**config.mk**
```make
export PLATFORM = sky130hd
export DESIGN_NAME = clk_div_ctrl
export DESIGN_NICKNAME = d
export VERILOG_FILES = /design/src/rtl/clk_div_ctrl.sv
export SDC_FILE = /design/constraint.sdc
export NUM_CORES = 1
export LEC_CHECK = 0
export CAP_MARGIN = 15
export CORE_ASPECT_RATIO = 1.2
export CORE_UTILIZATION = 48
export CTS_CLUSTER_DIAMETER = 40
export DETAILED_ROUTE_END_ITERATION = 16
export GPL_TIMING_DRIVEN = 0
export PLACE_DENSITY = 0.77
export SLEW_MARGIN = 20
export SYNTH_ARGS = -nofsm -noshare
export SYNTH_HDL_FRONTEND = slang
export SYNTH_SLANG_ARGS = --single-unit
```
**constraint.sdc**
```tcl
create_clock -name clk_in -period 4.6 [get_ports clk_in]
set_input_delay 0.69 -clock clk_in [delete_from_list [all_inputs] [get_ports clk_in]]
set_output_delay 0.69 -clock clk_in [all_outputs]
set_load 0.02 [all_outputs]
```
**src/rtl/clk_div_ctrl.sv**
```systemverilog
// clk_div_ctrl: runtime-programmable clock divider with glitch-free reconfiguration.
// Divide-factor and run/stop commands arrive over a valid/ready handshake and
// take effect only at a falling boundary of clk_out, so no phase is ever cut short.
//
// Ports:
//   clk_in     - the only clock
//   reset_n    - asynchronous active-low reset
//   cfg_valid  - command valid
//   cfg_ready  - command ready (high in IDLE and RUN)
//   cfg_div    - requested half-period in clk_in cycles (must be >= 2)
//   cfg_en     - 1 = run, 0 = stop
//   clk_out    - divided clock, period 2*div, 50% duty
//   tick       - one-cycle pulse coincident with each clk_out rising edge
//   running    - controller is not idle
//   cfg_err    - one-cycle pulse after a rejected command
module clk_div_ctrl #(
  parameter int unsigned CNT_WIDTH   = 16,
  parameter int unsigned DEFAULT_DIV = 2
) (
  input  logic                 clk_in,
  input  logic                 reset_n,
  input  logic                 cfg_valid,
  output logic                 cfg_ready,
  input  logic [CNT_WIDTH-1:0] cfg_div,
  input  logic                 cfg_en,
  output logic                 clk_out,
  output logic                 tick,
  output logic                 running,
  output logic                 cfg_err
);

  localparam logic [CNT_WIDTH-1:0] DIV_RST = CNT_WIDTH'(DEFAULT_DIV);
  localparam logic [CNT_WIDTH-1:0] DIV_MIN = CNT_WIDTH'(2);
  localparam logic [CNT_WIDTH-1:0] ONE     = CNT_WIDTH'(1);

  typedef enum logic [1:0] {
    S_IDLE = 2'd0,
    S_RUN  = 2'd1,
    S_PEND = 2'd2,
    S_STOP = 2'd3
  } state_t;

  state_t               state, state_nxt;
  logic [CNT_WIDTH-1:0] cnt, cnt_nxt;
  logic [CNT_WIDTH-1:0] act_div, act_div_nxt;
  logic [CNT_WIDTH-1:0] pend_div, pend_div_nxt;
  logic                 clk_out_nxt;
  logic                 tick_nxt;
  logic                 cfg_err_nxt;
  logic                 xfer;
  logic                 bad_div;
  logic                 wrap;

  assign xfer    = cfg_valid && cfg_ready;
  assign bad_div = cfg_div < DIV_MIN;
  // act_div only changes when cnt is 0, so cnt never exceeds act_div-1
  assign wrap    = (cnt == (act_div - ONE));

  // Next-state and next-output decode
  always_comb begin
    state_nxt    = state;
    cnt_nxt      = cnt;
    act_div_nxt  = act_div;
    pend_div_nxt = pend_div;
    clk_out_nxt  = clk_out;
    tick_nxt     = 1'b0;
    cfg_err_nxt  = xfer && bad_div;

    if (state == S_IDLE) begin
      cnt_nxt     = '0;
      clk_out_nxt = 1'b0;
      if (xfer && !bad_div) begin
        act_div_nxt = cfg_div;
        if (cfg_en) begin
          state_nxt = S_RUN;
        end
      end
    end else begin
      if (wrap) begin
        cnt_nxt     = '0;
        clk_out_nxt = !clk_out;
        if (!clk_out) begin
          tick_nxt = 1'b1;
        end else begin
          // Falling boundary: the only point where queued commands apply
          case (state)
            S_PEND: begin
              act_div_nxt = pend_div;
              state_nxt   = S_RUN;
            end
            S_STOP: begin
              clk_out_nxt = 1'b0;
              state_nxt   = S_IDLE;
            end
            default: ;
          endcase
        end
      end else begin
        cnt_nxt = cnt + ONE;
      end

      // A command accepted in RUN is queued even on a boundary edge
      if (state == S_RUN && xfer && !bad_div) begin
        if (cfg_en) begin
          pend_div_nxt = cfg_div;
          state_nxt    = S_PEND;
        end else begin
          state_nxt = S_STOP;
        end
      end
    end
  end

  // State and output registers
  always_ff @(posedge clk_in or negedge reset_n) begin
    if (!reset_n) begin
      state     <= S_IDLE;
      cnt       <= '0;
      act_div   <= DIV_RST;
      pend_div  <= DIV_RST;
      clk_out   <= 1'b0;
      tick      <= 1'b0;
      cfg_err   <= 1'b0;
      running   <= 1'b0;
      cfg_ready <= 1'b1;
    end else begin
      state     <= state_nxt;
      cnt       <= cnt_nxt;
      act_div   <= act_div_nxt;
      pend_div  <= pend_div_nxt;
      clk_out   <= clk_out_nxt;
      tick      <= tick_nxt;
      cfg_err   <= cfg_err_nxt;
      running   <= (state_nxt != S_IDLE);
      cfg_ready <= (state_nxt == S_IDLE) || (state_nxt == S_RUN);
    end
  end

endmodule

```
=== Word-level counts from Yosys, hierarchy flattened ===
Cells that the tools add are included.

* Add/subtract/negate cells: 2
* Magnitude comparators: 1
* Equality and inequality tests: 6
* Multiplexer cells: 22
* Bitwise logic cells: 1
* Reduce and logical (&&, ||, !) cells: 16

{| class="wikitable"
|+ Operators by type and width
! operator !! count
|-
| 2-to-1 mux 16 bit || 7
|-
| adder 16 x 1 -> 16 bit, second input constant || 1
|-
| equality test 16 bit || 1
|-
| < comparator 16 x 2 -> 1 bit, second input constant || 1
|-
| subtractor 16 x 1 -> 16 bit, second input constant || 1
|-
| 2-to-1 mux 2 bit || 6
|-
| 2-to-1 mux 1 bit || 8
|-
| nonzero test 2 bit || 4
|-
| logical AND 1 bit || 5
|-
| equality test 2 x 1 -> 1 bit, second input constant || 2
|-
| equality test 2 bit, second input constant || 2
|-
| zero test 2 bit || 2
|-
| case mux 2 bit (2 select lines) || 1
|-
| AND reduction 4 bit || 1
|-
| AND reduction 3 bit || 1
|-
| zero test 1 bit || 2
|-
| inequality test 2 x 1 -> 1 bit, second input constant || 1
|-
| logical OR 1 bit || 1
|-
| inverter 1 bit || 1
|}

* Flip-flop bits (word level): 55
* Word-level logic and storage cells: 57

=== Logic depth before layout (Yosys ltp) ===
* Depth after elaboration: 8
* Mapped depth: 13

=== Worst setup path before layout ===
Ideal clock, no wire load.

* Path kind: flip-flop to flip-flop
* Start: register act_div[1]
* End: register act_div[8]
* Setup time: 0.123 ns
* Arrival: 2.896 ns
* Data required time: 4.477 ns
* Path slack: 1.581 ns
* Stages on the path, launching flop included: 12
* Clock period less this slack: 3.019 ns
* Path through: dfstp_2 > inv_1 > ha_1 > xnor2_1 > nor2_1 > or4_1 > nor4_2 > nand4b_1 > or4_1 > buf_2 > buf_2 > o221a_1

* Cells in the longest elaborated chain, start to end: 4

{| class="wikitable"
|+ RTL lines
! what !! RTL line !! RTL
|-
| start, declared || 45 || <nowiki>logic [CNT_WIDTH-1:0] act_div, act_div_nxt;</nowiki>
|-
| start signal, assigned || 129 || <nowiki>act_div <= act_div_nxt;</nowiki>
|-
| subtractor 16 x 1 -> 16 bit || 57 || <nowiki>assign wrap = (cnt == (act_div - ONE));</nowiki>
|-
| equality test 16 bit || 57 ||
|-
| nonzero test 2 bit (no source line) || n/a ||
|-
| AND reduction 4 bit (no source line) || n/a ||
|}

Every way passes these cells.
A chain may end at the register's enable or synchronous reset.

=== Worst setup path after layout ===
* Start: register act_div[0]
* End: register act_div[8]

The elaborated chain is that of the path after synthesis.

==> flow_metrics.env <==
export IMPL_drtPass1Iterations=4
export IMPL_fin_nets=380
export IMPL_die_y_um=92.7
export IMPL_fp_dieW_um=77.6
export IMPL_vias=2613
export IMPL_cp_slowest_cell="o41ai_2"
export IMPL_row_count=32
export IMPL_final_hold_violation_count=0
export IMPL_postRouteAntennaNets=0
export IMPL_maxSlewHeadroom_pct=54.5
export IMPL_core_area_mm2=0.00653
export IMPL_post_cts_buffers=0
export IMPL_synth_cell_types=55
export IMPL_grt_pass1_wl_mm=12.6
export IMPL_final_cells=440
export IMPL_synth_largest_area_cell="dfrtp_1"
export IMPL_fmaxAchievable_ghz=0.272
export IMPL_async_flop_share_pct=100
export IMPL_setup_viol=0
export IMPL_p_leak_uw=0.00160
export IMPL_antennaDiodeCount=0
export IMPL_path_clk_slew_ns=0.11
export IMPL_syn_area_mm2=0.00329
export IMPL_cp_arrival_ns=3.94
export IMPL_dieArea_mm2=0.00719
export IMPL_endpoint_kind="register"
export IMPL_cts_hold_buf=0
export IMPL_areaGrowthSynthToFinish_pct=13.2
export IMPL_clockBufferDepth=2
export IMPL_cpPeakStageDelay_ns=0.58
export IMPL_period_minus_slack_ns=3.68
export IMPL_port_buffers=24
export IMPL_cts_made_buffers=5
export IMPL_hold_class="primary input to asynchronous set/reset pin"
export IMPL_peakVddDrop_mv=0.147
export IMPL_cp_data_required_time_ns=4.86
export IMPL_r2r_cells=12
export IMPL_gr_total_overflow=0
export IMPL_drt_iter0_drc=185
export IMPL_synth_area_top_cells="dfrtp_1, xnor2_1, mux2_2"
export IMPL_rsz0062_at_grt="no"
export IMPL_synth_edff_count=0
export IMPL_syn_nets=349
export IMPL_cts_root_buf="clkbuf_8"
export IMPL_drive_gt1_share_pct=19.7
export IMPL_fin_skew_ns=0.0101
export IMPL_antenna_found_initial=0
export IMPL_globalplace_congestion=0.886
export IMPL_setup_worst_path_class="register to register"
export IMPL_p_per_area_mw_per_mm2=214
export IMPL_yosys_register_bits=55
export IMPL_tritoncts="done"
export IMPL_netlist_instances=323
export IMPL_first_global_vias=2649
export IMPL_tns_ns=0
export IMPL_cts_sink_count=55
export IMPL_place_detailed_hpwl_mm=5.48
export IMPL_worstMarginPinSlew_ns=0.675
export IMPL_wl_per_cell_um=16.7
export IMPL_clkLatencyLatePin_ns=0.31
export IMPL_ys_flop_type="dfrtp_1"
export IMPL_cp_max_fo=10
export IMPL_post_route_util_pct=57.1
export IMPL_drc=0
export IMPL_synth_top_area_share_pct=39.6
export IMPL_ys_warn_count=0
export IMPL_cts_resized=0
export IMPL_worstReg2RegEnd="act_div[8]$_DFFE_PN0P_"
export IMPL_dpl_cell_count=432
export IMPL_ys_seq_area_share_pct=42.0
export IMPL_critical_path_cell_chain="inv_1, ha_1, nor4b_4, clkbuf_1, nand4_1, xnor2_1, o32ai_1, a31oi_1, nand4b_1, o41ai_2, buf_2, o221a_1"
export IMPL_avgSynthCellArea_um2=10.2
export IMPL_drv_cap=0
export IMPL_routed_wl_mm=7.36
export IMPL_initial_core_util_pct=50.4
export IMPL_period_share_pct=80.1
export IMPL_htree_levels=2
export IMPL_grt_max_degree=56
export IMPL_vias_per_cell=5.94
export IMPL_reg2reg_from="act_div[0]$_DFFE_PN0P_"
export IMPL_cp_start_kind="register"
export IMPL_grt_use_total_pct=22.4
export IMPL_ff2ff_setup_slack_ns=0.92
export IMPL_maxSlewViolCount=0
export IMPL_outcome="finished, final reports clean"
export IMPL_ioPinCount=25
## critical path, delay by kind of cell, from the launching register on
family          cells  cell delay [ns]
compound gates      4             1.00
xor+xnor            1             0.18
fa+ha+maj           1             0.25
buf+inv             3             0.88
flops               1             0.49
simple gates        3             0.81
## cell usage after synthesis (6+ instances only)
cell,number
clkbuf_1,7
xor2_1,14
inv_1,11
or2_2,19
o221a_1,13
nand2_1,12
xnor2_1,22
nand3_1,13
nor2_1,33
ha_1,6
or4_1,7
nand4_1,8
dfrtp_1,52
mux2_2,16
nor4_1,7
## report_power, final
group | internal, uW | leakage (uW) | switching (uW)
clock network | 111 | 0.0000489 | 173
logic | 14.6 | 0.000815 | 15.3
registers | 483 | 0.000733 | 0
total | 609 | 0.00160 | 188
## worst max path at each step
stage / from / to / cells past startpoint
5_1_grt: act_div[0]$_DFFE_PN0P_ / act_div[6]$_DFFE_PN0P_ / 12
6_report: act_div[0]$_DFFE_PN0P_ / act_div[8]$_DFFE_PN0P_ / 12
3_3_place_gp: act_div[0]$_DFFE_PN0P_ / act_div[2]$_DFFE_PN0P_ / 10
4_1_cts: act_div[0]$_DFFE_PN0P_ / act_div[8]$_DFFE_PN0P_ / 12
2_1_floorplan: act_div[1]$_DFFE_PN1P_ / act_div[8]$_DFFE_PN0P_ / 11
3_5_place_dp: act_div[0]$_DFFE_PN0P_ / act_div[8]$_DFFE_PN0P_ / 12
## cells in the final DEF, fill, tap and decap left out, types with 8 or more instances in the layout
| cell | instances |
|---|---|
| nand4_1 | 8 |
| inv_1 | 11 |
| or2_2 | 19 |
| xor2_1 | 14 |
| o221a_1 | 13 |
| nor2_1 | 33 |
| nand3_1 | 13 |
| nand2_1 | 12 |
| clkdlybuf4s50_1 | 23 |
| xnor2_1 | 22 |
| mux2_2 | 16 |
| dfrtp_1 | 52 |
## cells by family (layout without fill, tap and decap cells)
family / count (synthesis) / after routing / share of synthesized area [%]
buf+inv: 26 / 58 / 3.73
fa+ha+maj: 7 / 7 / 2.59
simple gates: 133 / 133 / 23.4
xor+xnor: 36 / 36 / 9.59
mux: 17 / 17 / 5.78
flops: 55 / 55 / 42.0
compound gates: 49 / 49 / 13.0
## area by class of cell
type | instances | area, um^2
buffer | 15 | 81.3
fill | 576 | 2800
sequential | 55 | 1380
multi-input combinational | 242 | 1790
timing repair buffer | 24 | 238
tap | 85 | 106
inverter | 11 | 41.3
clock inverter | 3 | 22.5
clock buffer | 5 | 68.8
## per-layer routing
layer,part of all wire (%),GRT usage (%)
met4,3.3,8.33
met1,42,27.3
met3,3.1,2.27
met2,52,40.5
met5,0,0
## metrics by stage
| step | hold WS, ns | area (um^2) | worst slack, ns | total power, uW |
|---|---|---|---|---|
| after floorplan | 0.394 | 3290 | 1.58 | 494 |
| after global placement | 0.489 | 3640 | 1.07 | 523 |
| after detailed placement | 0.497 | 3630 | 1.00 | 523 |
| after CTS | 0.436 | 3720 | 0.982 | 800 |
| after global routing | 0.467 | 3720 | 0.664 | 821 |
| final | 0.404 | 3720 | 0.917 | 797 |
## sequential cells by signal, indices dropped and copies added (netlist names)
signal     count
running        1
clk_out        1
cfg_err        1
pend_div      16
cfg_ready      1
state          2
cnt           16
tick           1
act_div       16
Power figures use the tool's default switching activity.
